## src/rtl/hyperbus_cfg_boot_seq.sv

```systemverilog
// Boot-time sequencer: writes and reads back every Hyperbus timing word and chip
// range after reset, then hands the configuration register port to the SoC host.
module hyperbus_cfg_boot_seq #(
  parameter int unsigned NumChips              = 2,
  parameter int unsigned StartDelay            = 16,
  parameter int unsigned TLatencyAccess        = 6,
  parameter int unsigned EnLatencyAdditional   = 1,
  parameter int unsigned TBurstMax             = 665,
  parameter int unsigned TReadWriteRecovery    = 6,
  parameter int unsigned TRxClkDelay           = 8,
  parameter int unsigned TTxClkDelay           = 8,
  parameter int unsigned TVariableLatencyCheck = 3,
  parameter int unsigned AddressSpace          = 0,
  parameter logic [31:0] ChipBase              = 32'h0,
  parameter logic [31:0] ChipSize              = 32'h40_0000,
  localparam int unsigned NumWords             = 8 + 2 * NumChips,
  localparam int unsigned IdxW                 = $clog2(NumWords)
) (
  input  logic            clk_i,
  input  logic            rst_ni,
  input  logic            restart_i,
  input  logic            host_req_valid_i,
  input  logic            host_req_write_i,
  input  logic [31:0]     host_req_addr_i,
  input  logic [31:0]     host_req_wdata_i,
  input  logic [3:0]      host_req_wstrb_i,
  output logic            host_rsp_ready_o,
  output logic            host_rsp_error_o,
  output logic [31:0]     host_rsp_rdata_o,
  output logic            cfg_req_valid_o,
  output logic            cfg_req_write_o,
  output logic [31:0]     cfg_req_addr_o,
  output logic [31:0]     cfg_req_wdata_o,
  output logic [3:0]      cfg_req_wstrb_o,
  input  logic            cfg_rsp_ready_i,
  input  logic            cfg_rsp_error_i,
  input  logic [31:0]     cfg_rsp_rdata_i,
  output logic            busy_o,
  output logic            done_o,
  output logic            error_o,
  output logic [IdxW-1:0] err_idx_o
);

  localparam int unsigned CntW      = (StartDelay > 1) ? $clog2(StartDelay) : 1;
  localparam int unsigned DelayLast = (StartDelay > 0) ? StartDelay - 1 : 0;

  typedef enum logic [1:0] {ST_WAIT, ST_WR, ST_RD, ST_DONE} state_e;

  state_e          state_q, state_d;
  logic [IdxW-1:0] k_q, k_d;
  logic [CntW-1:0] cnt_q, cnt_d;
  logic            err_q, err_d;
  logic [IdxW-1:0] idx_q, idx_d;
  logic            busy_q, done_q;
  logic            fail;

  // Timing words first, then one exclusive [start, end) pair per chip.
  function automatic logic [31:0] cfg_word(input logic [IdxW-1:0] idx);
    logic [31:0] slot;
    slot = 32'(idx) - 32'd8;
    if (32'(idx) < 32'd8) begin
      case (idx[2:0])
        3'd0:    return 32'(TLatencyAccess);
        3'd1:    return 32'(EnLatencyAdditional);
        3'd2:    return 32'(TBurstMax);
        3'd3:    return 32'(TReadWriteRecovery);
        3'd4:    return 32'(TRxClkDelay);
        3'd5:    return 32'(TTxClkDelay);
        3'd6:    return 32'(TVariableLatencyCheck);
        default: return 32'(AddressSpace);
      endcase
    end
    return ChipBase + ChipSize * ((slot >> 1) + {31'b0, slot[0]});
  endfunction

  always_comb begin
    state_d          = state_q;
    k_d              = k_q;
    cnt_d            = cnt_q;
    err_d            = err_q;
    idx_d            = idx_q;
    fail             = 1'b0;
    cfg_req_valid_o  = 1'b0;
    cfg_req_write_o  = 1'b0;
    cfg_req_addr_o   = '0;
    cfg_req_wdata_o  = '0;
    cfg_req_wstrb_o  = '0;
    host_rsp_ready_o = 1'b0;
    host_rsp_error_o = 1'b0;
    host_rsp_rdata_o = '0;

    case (state_q)
      ST_WAIT: begin
        if (cnt_q == CntW'(DelayLast)) begin
          state_d = ST_WR;
          k_d     = '0;
          cnt_d   = '0;
        end else begin
          cnt_d = cnt_q + CntW'(1);
        end
      end
      ST_WR: begin
        cfg_req_valid_o = 1'b1;
        cfg_req_write_o = 1'b1;
        cfg_req_addr_o  = 32'(k_q) << 2;
        cfg_req_wdata_o = cfg_word(k_q);
        cfg_req_wstrb_o = 4'hF;
        if (cfg_rsp_ready_i) begin
          fail    = cfg_rsp_error_i;
          state_d = ST_RD;
        end
      end
      ST_RD: begin
        cfg_req_valid_o = 1'b1;
        cfg_req_addr_o  = 32'(k_q) << 2;
        if (cfg_rsp_ready_i) begin
          fail = cfg_rsp_error_i || (cfg_rsp_rdata_i != cfg_word(k_q));
          if (k_q == IdxW'(NumWords - 1)) begin
            state_d = ST_DONE;
          end else begin
            k_d     = k_q + IdxW'(1);
            state_d = ST_WR;
          end
        end
      end
      ST_DONE: begin
        cfg_req_valid_o  = host_req_valid_i;
        cfg_req_write_o  = host_req_write_i;
        cfg_req_addr_o   = host_req_addr_i;
        cfg_req_wdata_o  = host_req_wdata_i;
        cfg_req_wstrb_o  = host_req_wstrb_i;
        host_rsp_ready_o = cfg_rsp_ready_i;
        host_rsp_error_o = cfg_rsp_error_i;
        host_rsp_rdata_o = cfg_rsp_rdata_i;
        if (restart_i) begin
          state_d = ST_WAIT;
          k_d     = '0;
          cnt_d   = '0;
          err_d   = 1'b0;
          idx_d   = '0;
        end
      end
      default: state_d = ST_WAIT;
    endcase

    // Only the first failure of a run is located; later ones just keep the flag set.
    if (fail) begin
      err_d = 1'b1;
      if (!err_q) idx_d = k_q;
    end
  end

  always_ff @(posedge clk_i or negedge rst_ni) begin
    if (!rst_ni) begin
      state_q <= ST_WAIT;
      k_q     <= '0;
      cnt_q   <= '0;
      err_q   <= 1'b0;
      idx_q   <= '0;
      busy_q  <= 1'b1;
      done_q  <= 1'b0;
    end else begin
      state_q <= state_d;
      k_q     <= k_d;
      cnt_q   <= cnt_d;
      err_q   <= err_d;
      idx_q   <= idx_d;
      busy_q  <= (state_d != ST_DONE);
      done_q  <= (state_d == ST_DONE);
    end
  end

  assign busy_o    = busy_q;
  assign done_o    = done_q;
  assign error_o   = err_q;
  assign err_idx_o = idx_q;

endmodule
```

## config.mk

```make
export PLATFORM = sky130hd
export DESIGN_NAME = hyperbus_cfg_boot_seq
export DESIGN_NICKNAME = d
export VERILOG_FILES = /design/src/rtl/hyperbus_cfg_boot_seq.sv
export SDC_FILE = /design/constraint.sdc
export NUM_CORES = 1
export LEC_CHECK = 0
export BUFFER_PORTS_ARGS = -buffer_cell sky130_fd_sc_hd__buf_2
export CAP_MARGIN = 10
export CELL_PAD_IN_SITES_DETAIL_PLACEMENT = 0
export CELL_PAD_IN_SITES_GLOBAL_PLACEMENT = 1
export CORE_MARGIN = 8
export CORE_UTILIZATION = 20
export CTS_BUF_LIST = sky130_fd_sc_hd__clkbuf_2
export CTS_CLUSTER_DIAMETER = 80
export CTS_CLUSTER_SIZE = 12
export DETAILED_ROUTE_END_ITERATION = 7
export GPL_TIMING_DRIVEN = 0
export HOLD_SLACK_MARGIN = 0.15
export PLACE_DENSITY = 0.74
export SYNTH_ARGS = -nofsm -noshare
export SYNTH_HDL_FRONTEND = slang
export SYNTH_SLANG_ARGS = --single-unit
```

## constraint.sdc

```tcl
create_clock -name clk_i -period 2.22 [get_ports clk_i]
set_input_delay 0.111 -clock clk_i [delete_from_list [all_inputs] [get_ports clk_i]]
set_output_delay 0.111 -clock clk_i [all_outputs]
set_load 0.005 [all_outputs]
```

-- Word level (Yosys, flattened, before mapping)
Index checks and enable logic that the tools add are counted.
- register bits after elaboration: 17
- output and inout port bits: 111
- logic and storage cells: 84
- equality and inequality tests: 18
- magnitude comparators: 1
- add/subtract/negate cells: 4
- multiplexer cells: 41
- reduce and logical (&&, ||, !) cells: 13
- operators with widths (cell ; number):
    32-bit two-way mux ; 6
    32-bit one-hot mux with 2 select lines ; 2
    10-bit one-hot mux with 5 select lines ; 1
    4-bit two-way mux ; 9
    32-bit != test ; 1
    4-bit one-hot mux with 2 select lines ; 2
    4-bit one-hot mux with 3 select lines ; 1
    1-bit two-way mux ; 11
    10-bit by 1-bit adder with 10-bit output ; 1
    2-bit two-way mux ; 5
    2-bit != test (second input constant) ; 5
    3-bit equality test (second input constant) ; 3
    4-bit by 1-bit adder with 4-bit output (second input constant) ; 2
    4-bit equality test (second input constant) ; 2
    2-bit one-hot mux with 4 select lines ; 1
    2-bit equality test (second input constant) ; 3
    3-bit by 2-bit equality test with 1-bit output (second input constant) ; 2
    1-bit one-hot mux with 2 select lines ; 3
    2-bit nonzero test ; 3
    2-bit OR reduction ; 3
    5-bit AND reduction ; 1
    4-bit by 4-bit subtractor with 5-bit output (second input constant) ; 1
    4-bit less-than comparator (second input constant) ; 1
    2-bit AND reduction ; 2
    other kinds (6) ; 6

-- Longest topological paths before layout
Gate-level depths: netlist of the first run.
- depth in word-level cells: 13
- depth in mapped cells: 10
- gate-level depth less buffers: 9

-- Worst setup path after synthesis of the first run
Ideal clock, no wire load.
- path type: register to register
- start point: register k_q[0]
- end point: register idx_q[0] (netlist: err_idx_o[0])
- cell stages (with the launch flop): 10
- arrival time: 2.305 ns
- path buffers: 0
- data required time: 2.125 ns
- setup time: 0.095 ns
- slack: -0.181 ns
- cells stage by stage: dfrtp_1 ha_1 ha_1 nand2b_1 a2111o_1 nor4_2 nand4_1 o21a_2 a31o_1 o31ai_1
- longest elaborated chain between the ends: 12
- elaborated cells between the ends (all ways): 26
- ends and longest elaborated chain (element ; RTL line ; RTL):
    start: declaration ; 50 ; logic [IdxW-1:0] k_q, k_d;
    start signal: assignment ; 164 ; k_q <= k_d;
    branches (longest 11 deep; another with 10-bit by 1-bit adder with 10-bit output) ; n/a ;
    4-bit two-way mux * ; 147 ; if (fail) begin
    via idx_d[0] ; 53 ; logic [IdxW-1:0] idx_q, idx_d;
    end signal: assignment ; 167 ; idx_q <= idx_d;
    end: declaration ; 53 ;
Mark *: on every way through the listed nets, which the timed path passes. The select of a mux whose other input is x is not followed.
A chain may end at the register's enable or synchronous reset.

-- Final worst setup path of the first run
- start point: register k_q[1]
- end point: register idx_q[0] (netlist: err_idx_o[0])
- longest elaborated chain between the ends: 12
- elaborated cells between the ends (all ways): 25
- ends and longest elaborated chain (element ; RTL line ; RTL):
    branches (longest 4 deep; another with 10-bit by 1-bit adder with 10-bit output) ; n/a ;
    32-bit two-way mux * ; 73 ; return ChipBase + ChipSize * ((slot >> 1) + {31'b0, slot[0]});
    32-bit two-way mux * ; 116 ; if (cfg_rsp_ready_i) begin
    32-bit two-way mux * ; 92 ; case (state_q)
    32-bit != test * ; 117 ; fail = cfg_rsp_error_i || (cfg_rsp_rdata_i != cfg_word(k_q));
    1-bit logical OR * ; 117 ;
    1-bit two-way mux * ; 116 ;
    1-bit one-hot mux with 2 select lines * ; 92 ;
    4-bit two-way mux * ; 147 ;
    via idx_d[0] ; 53 ;
Marked as above.

==> metrics.md, run 1 <==
| Metric | Value |
|---|---|
| Type of origin of the critical path | flop |
| Status | finished with violations |
| Fin worst setup slack | -0.1563 ns |
| Gr busiest metal | met2 |
| Combinational Power Share | 75.2% |
| Worst-margin pin slew | 0.5142 ns |
| Switching Share | 48.63% |
| Post-DP HPWL | 8.497 mm |
| Initial antenna violation count | 0 |
| Gr usage total | 12.78% |
| Multiplexer share of the synthesized area | 0.9840% |
| Max-slew violations | 0 |
| Cell count after synthesis | 278 |
| PortBufs | 217 |
| M2 GR Usage | 22.41% |
| Worst Hold Class | in2async |
| Post-synth cell types | 45 |
| Antenna-violating nets left | 0 |
| Post-synthesis sequential area ratio | 20.97% |
| Die area | 13660 sq um |
| Rows | 37 |
| First-pass detailed-route iteration total | 4 |
| Adder-Cell Fraction of Synth Area | 7.380% |
| Area grow syn2layout | 72.51% |
| Final period util | 107.0% |
| CP Capture Type | flop |
| Crit-path max cell delay | 0.49 ns |
| Worst-case clock buffer depth | 2 |
| GP Congestion | 0.8672 |
| Ys Warns | 0 |
| Die width | 116.9 microns |
| DR vias | 2838 |
| Synth Cell Area | 2034 sq um |
| RSZ-0062 raised after global routing | yes |
| Failing checks | negative setup slack |
| Syn_area_per_cell | 7.318 sq um |
| Largest family of logic cells by synthesized area | simple AND/OR/NAND/NOR gates |
| Xor/xnor share of the synthesized area | 2.153% |
| Max cap viols | 0 |
| Die height | 116.9 microns |
| #FFs+latches synth | 17 |
| # nets final | 630 |
| CP max stage cell | dfrtp_2 |
| Hold_ws | 0.2235 ns |
| Top cells by area, synth | and2_1 (26%), dfrtp_1 (20%), ha_1 (7.4%) |
| CTS tree | built |
| Setup WS pre-CTS | -0.2439 ns |
| Clock skew | 0.01449 ns |
| Layout cells sized above 1 | 50.20% |
| Sum Neg Setup Slack | -0.7036 ns |
| Sequential share of power | 18.8% |
| Critical path, cell by cell | ha_4, ha_4, nand2b_4, a2111o_1, nor4_2, nand4_1, o21a_2, a31o_1, o31ai_2 |
| Post-synth top area cell | and2_1 |
| Max IR drop VDD | 294.3 uV |
| Final hold vios | 0 |
| Synth Flop Type | dfrtp_1 |
| Post-synth ARST share | 100.0% |
| IO Pins | 218 |
| M3 GR Usage | 2.873% |
| Period minus WS final | 2.376 ns |
| CP max FO | 5 |
| Remaining DRCs | 0 |
| Post-synthesis compound-gate area fraction | 21.03% |
| Crit path top cell by count | ha_4 |
| Pin count of the biggest net entering global routing | 18 |
| Syn Nets | 397 |
| CP top delay family | compound AO/OA/AOI/OAI gates |
| Buf/Inv on CP | 0 |
| Crit path arrival time | 2.60 ns |
| Vias per inst | 4.393 |
| EDFF count, synth | 0 |
| Worst skew pair latency | 0.31 ns |
| Post-synthesis simple-gate area fraction | 42.07% |
| Clock network fraction of total power | 6.1% |
| Critical path type | reg2reg |
| Routed WL per cell | 15.33 microns |
| Clock transition at the registers of the reported paths | 0.19 ns |
| CTS Sinks | 17 |
| Initial DRC count | 110 |
| Number of global-route vias before repair | 2863 |
| Congestion Overflow GR | 0 |
| Global-route track usage on met1 | 15.60% |
| P_leak | 2.017 nW |
| Fill cells | 1132 |
| Post-Route WL | 9.902 mm |
| H-tree depth | 1 |
| Rel. slew slack | 65.72% |
| Finish-stage setup viols | 5 |
| CTS Root Cell | clkbuf_2 |
| Top cell type's share of synthesized area | 25.83% |
| Starting Density | 20.16% |
| Internal Power | 0.001316 W |
| P_sw | 0.001246 W |
| Worst EP required | 2.44 ns |
| CORE AREA | 10090 sq um |
| Pwr/cell area | 729.8 nW/um^2 |
| Global-route wire length before repair | 13.92 mm |
| Inserted Diodes | 0 |
| Num CTS Buffers | 3 |
| Fmax | 420.8 MHz |
==> cell usage in the layout (no fill, tap or decap), types with 3 or more instances in the layout <==
| cell | n |
|---|---|
| a21o_1 | 9 |
| a21oi_1 | 7 |
| a22oi_1 | 4 |
| a31o_1 | 4 |
| and2_1 | 84 |
| buf_2 | 218 |
| buf_4 | 8 |
| clkbuf_1 | 10 |
| clkbuf_2 | 7 |
| dfrtp_1 | 14 |
| dlygate4sd3_1 | 4 |
| ha_1 | 8 |
| inv_1 | 10 |
| nand2_1 | 30 |
| nand3_1 | 3 |
| nor2_1 | 12 |
| nor3_1 | 3 |
| nor4_1 | 4 |
| o21ai_0 | 8 |
| o21ai_1 | 3 |
| o22ai_1 | 5 |
| o31ai_1 | 4 |
| xnor2_1 | 4 |
==> synth_stat cells, types with 2 or more instances <==
cell type	instances
nor3b_1	2
a21boi_0	2
nand3_1	3
xnor2_1	4
nor2b_1	2
and2_1	84
dfrtp_1	16
nand2_1	30
o21ai_0	8
nand4_1	2
a211oi_1	2
nand2b_1	2
a31o_1	4
inv_1	11
nor3_1	3
ha_1	12
o22ai_1	5
o21ai_1	4
nor4_1	4
a22oi_1	4
a2111o_1	2
nor2_1	12
a32o_1	2
a21oi_1	7
a21o_1	9
or4_1	2
o31ai_1	5
mux2i_1	2
a2111oi_0	2
clkbuf_1	16
==> worst reg2reg max path, cell delays in order, from the launching register on <==
cell and delay (ns):
dfrtp_2 0.49, ha_4 0.19, ha_4 0.21, nand2b_4 0.13, a2111o_1 0.42, nor4_2 0.15, nand4_1 0.13, o21a_2 0.29
a31o_1 0.23, o31ai_2 0.06
==> through the flow <==
stage               instance area, sq um  utilization [%]  cells  power, W
finish                              3510            34.78    646  0.002561
global route                        3510            34.78    646  0.002819
CTS                                 3466            34.34    646  0.002550
detailed placement                  3308            32.78    631  0.002334
global placement                    3308            32.78    631  0.002305
floorplan                           2052                -    278  0.001512
==> cell type report <==
cell class              instances  area (sq um)  share of cell area [%]
multi-input cells             232          1578                   44.96
repair buffers                229          1186                   33.80
flip-flops and latches         17         429.2                   12.23
well taps                     136         170.2                   4.848
plain buffers                  16         76.32                   2.175
inverters                      12         50.05                   1.426
clock buffers                   4         20.02                  0.5704
==> per-layer routing <==
layer | up-vias | share of wire (%)
met3 | 2 | 9.9
met2 | 132 | 50
met5 | - | 0
li1 | 1410 | -
met4 | 0 | 0.40
met1 | 1294 | 40
==> repair_timing <==
| item | in CTS | in global routing |
|---|---|---|
| hold buffers | 4 | 0 |
| endpoints found under the hold margin | 20 | 0 |
| resized for setup | 16 | 10 |
| endpoints found under the setup margin | 99 | 12 |
| buffers inserted | 7 | 1 |
| pin swaps | 2 | 2 |
==> state kept, by name, indices dropped and copies added (netlist names) <==
| name | flops |
|---|---|
| done_o | 1 |
| k_q | 4 |
| cnt_q | 4 |
| busy_o | 1 |
| state_q | 2 |
| error_o | 1 |
| err_idx_o | 4 |
==> cells by family after synthesis <==
logic type,count (synthesis)
flip-flops,17
AO/OA/AOI/OAI,61
buffers and inverters,29
adder cells (fa/ha/maj),12
XOR/XNOR,5
multiplexers,2
AND/OR/NAND/NOR,152
==> power by group through the flow <==
| stage | registers, W | logic, W | clock network (W) |
|---|---|---|---|
| global route | 0.000496 | 0.00216 | 0.000163 |
| finish | 0.000481 | 0.00192 | 0.000155 |
| CTS | 0.000482 | 0.00191 | 0.000155 |
| detailed placement | 0.000489 | 0.00185 | 0 |
| floorplan | 0.000473 | 0.00104 | 0 |
| global placement | 0.000485 | 0.00182 | 0 |
==> final timing paths <==
kind                                    startpoint           end  slack (ns)  depth (start not counted)
worst max-delay path                        k_q[1]  err_idx_o[0]       -0.16                          9
worst min-delay path                        rst_ni      cnt_q[0]        0.22                          2
worst max register to register              k_q[1]  err_idx_o[0]       -0.16                          9
worst min register to register             error_o       error_o        0.54                          2
max in group asynchronous                   rst_ni        busy_o        1.66                          2
min in group clk_i              cfg_rsp_rdata_i[3]       error_o        0.49                          6
No activity file was read; power rests on OpenSTA's default activity.
==> run 2: changes to the inputs <==
--- a/config.mk
+++ b/config.mk
@@ -10,14 +10,14 @@
 export CELL_PAD_IN_SITES_DETAIL_PLACEMENT = 0
 export CELL_PAD_IN_SITES_GLOBAL_PLACEMENT = 1
 export CORE_MARGIN = 8
-export CORE_UTILIZATION = 20
+export CORE_UTILIZATION = 24
 export CTS_BUF_LIST = sky130_fd_sc_hd__clkbuf_2
 export CTS_CLUSTER_DIAMETER = 80
 export CTS_CLUSTER_SIZE = 12
 export DETAILED_ROUTE_END_ITERATION = 7
 export GPL_TIMING_DRIVEN = 0
 export HOLD_SLACK_MARGIN = 0.15
-export PLACE_DENSITY = 0.74
+export PLACE_DENSITY = 0.84
 export SYNTH_ARGS = -nofsm -noshare
 export SYNTH_HDL_FRONTEND = slang
 export SYNTH_SLANG_ARGS = --single-unit
==> constraint.sdc (replaced) <==
create_clock -name clk_i -period 2.9 [get_ports clk_i]
set_input_delay 0.145 -clock clk_i [delete_from_list [all_inputs] [get_ports clk_i]]
set_output_delay 0.145 -clock clk_i [all_outputs]
set_load 0.005 [all_outputs]
==> run 2 against run 1 <==
Net effect:
- the run now ends clean
- sequential power is 23% lower
- via count decreased by 3.1%
- register-to-register slack gained 0.33 ns
- largest power group unchanged
- critical endpoint unchanged
- wire length decreased by 0.31%
- power down 27%
- highest routed layer unchanged
- worst hold slack gained 0.028 ns
- count of clock-buffer cells in the layout shrank 1
- global-route usage up 2.6 points
- largest cell class unchanged
- fmax decreased by 13%
- first-iteration DRC count rose by 60%
==> metrics.md, run 2 (synthesis results as in run 1) <==
| Metric | Value |
|---|---|
| Worst-margin pin slew | 0.5506 ns (+0.03639 ns) |
| Type of origin of the critical path | flop |
| PortBufs | 217 (unchanged) |
| Global-route wire length before repair | 14.56 mm (+4.6%) |
| Clock transition at the registers of the reported paths | 0.18 ns (about the same) |
| Congestion Overflow GR | 0 (unchanged) |
| Worst EP required | 3.14 ns (+0.70 ns) |
| Post-CTS sizing | 0 (-16) |
| Routed WL per cell | 16.24 microns (+5.9%) |
| Vias per inst | 4.525 (+3.0%) |
| Post-layout util | 40.31% (+5.5 points) |
| Post-DP HPWL | 8.568 mm (+0.84%) |
| CORE AREA | 8217 sq um (-19%) |
| First-pass detailed-route iteration total | 4 (unchanged) |
| Gr usage total | 15.43% (+2.6 points) |
| Num CTS Buffers | 3 (unchanged) |
| Die width | 108.1 microns (-7.5%) |
| Number of global-route vias before repair | 2705 (-5.5%) |
| Initial antenna violation count | 0 (unchanged) |
| Final period util | 94.05% (-13 points) |
| CTS tree | built |
| Most common cell after layout, fill and taps aside | buf_2 |
| Die area | 11680 sq um (-14%) |
| Clock skew | 0.009808 ns (-0.004682 ns) |
| Layout cells sized above 1 | 45.53% (-4.7 points) |
| Placed Instances | 600 (-4.9%) |
| Final hold vios | 0 (unchanged) |
| GP Congestion | 0.8504 (-1.9%) |
| CTS Sinks | 17 (unchanged) |
| # nets final | 623 (-1.1%) |
| Period minus WS final | 2.727 ns (+0.3510 ns) |
| Pin count of the biggest net entering global routing | 18 (unchanged) |
| Area grow syn2layout | 62.79% |
| Hold Buf Count CTS | 4 (unchanged) |
| RSZ-0062 raised after global routing | no |
| CP Capture Type | flop |
| Worst Hold Class | in2async |
| Max IR drop VDD | 283.8 uV (-3.6%) |
| Die height | 108.1 microns (-7.5%) |
| Critical path type | reg2reg |
| Fmax | 366.7 MHz (-13%) |
| Initial DRC count | 176 (+60%) |
| Setup WS pre-CTS | 0.2047 ns (+0.4487 ns) |
| Pwr/cell area | 565.9 nW/um^2 (-22%) |
| CTS Root Cell | clkbuf_2 |
| Post-Route WL | 9.871 mm (-0.31%) |
| Inserted Diodes | 0 (unchanged) |
| Fill cells | 889 (-21%) |
| Status | completed |
| Rel. slew slack | 63.29% (-2.4 points) |
| Commonest non-fill, non-tap cells in the layout | buf_2 (218), and2_1 (84), nand2_1 (30) |
| Fin worst setup slack | 0.1727 ns (+0.3290 ns) |
| Sum Neg Setup Slack | 0 ns (+0.7036 ns) |
| Setup Buffers After CTS | 0 (-7) |
| Worst skew pair latency | 0.31 ns (about the same) |
| Crit path arrival time | 2.97 ns (+0.37 ns) |
| Antenna-violating nets left | 0 (unchanged) |
| Rows | 33 (-11%) |
| Max cap viols | 0 (unchanged) |
| Non-filler instance count after layout | 608 (-5.9%) |
| H-tree depth | 1 (unchanged) |
| Finish-stage setup viols | 0 (-5) |
| Max-slew violations | 0 (unchanged) |
| DR vias | 2751 (-3.1%) |
| Total Power | 0.001874 W (-27%) |
| IO Pins | 218 (unchanged) |
| P_leak | 1.942 nW (-3.7%) |
| CP max FO | 5 (unchanged) |
| Worst-case clock buffer depth | 2 (unchanged) |
| Remaining DRCs | 0 (unchanged) |
| Starting Density | 24.76% (+4.6 points) |
run 2: final timing paths:
kind,from,end,slack (ns),cells after the start
setup / recovery,k_q[0],err_idx_o[0],0.17,9
hold / removal,rst_ni,done_o,0.25,2
setup reg to reg,k_q[0],err_idx_o[0],0.17,9
hold reg to reg,error_o,error_o,0.56,2
max in group asynchronous,rst_ni,busy_o,2.34,2
min in group clk_i,cfg_rsp_rdata_i[1],error_o,0.52,6
run 2: metal layers:
metal  GRT usage [%]  share of wire, %  wire length (microns)  vias to the layer above
li1                -                 -                      -                     1398
met4           3.667               1.1                    105                        0
met5               0                 0                      0                        -
met3           4.521                10                   1002                        9
met1           18.68                41                   4022                     1219
met2           26.16                48                   4741                      125
run 2: where the power goes:
part	internal, W	leakage [nW]	switching, W
Clock	0.0000312	0.0164	0.0000819
Sequential	0.000305	0.221	0.0000669
Combinational	0.000613	1.70	0.000776
Total	0.000949	1.94	0.000925
run 2: cell type report:
cell class	count	area, sq um	share of cell area, %
multi-input combinational	232	1498	45.22
timing repair buffer	221	1126	34.00
sequential	17	426.7	12.88
tap	105	131.4	3.967
buffer	17	65.06	1.964
inverter	12	45.04	1.360
clock buffer	3	15.01	0.4533
clock inverter	1	5.005	0.1511
run 2: critical path, cell delays in order (launching register included):
cell and delay (ns):
dfrtp_1 0.50, ha_1 0.28, ha_1 0.35, nand2b_1 0.17, a2111o_1 0.41, nor4_2 0.25, nand4_1 0.14, o21a_2 0.27
a31o_1 0.21, o31ai_1 0.06
run 2: metrics by stage:
step                      hold slack (ns)  instance area [sq um]
final                              0.2512                   3312
after global routing               0.2672                   3312
after CTS                          0.2568                   3312
after detailed placement          0.09986                   3252
after global placement            0.09948                   3252
after floorplan                   -0.1506                   2034
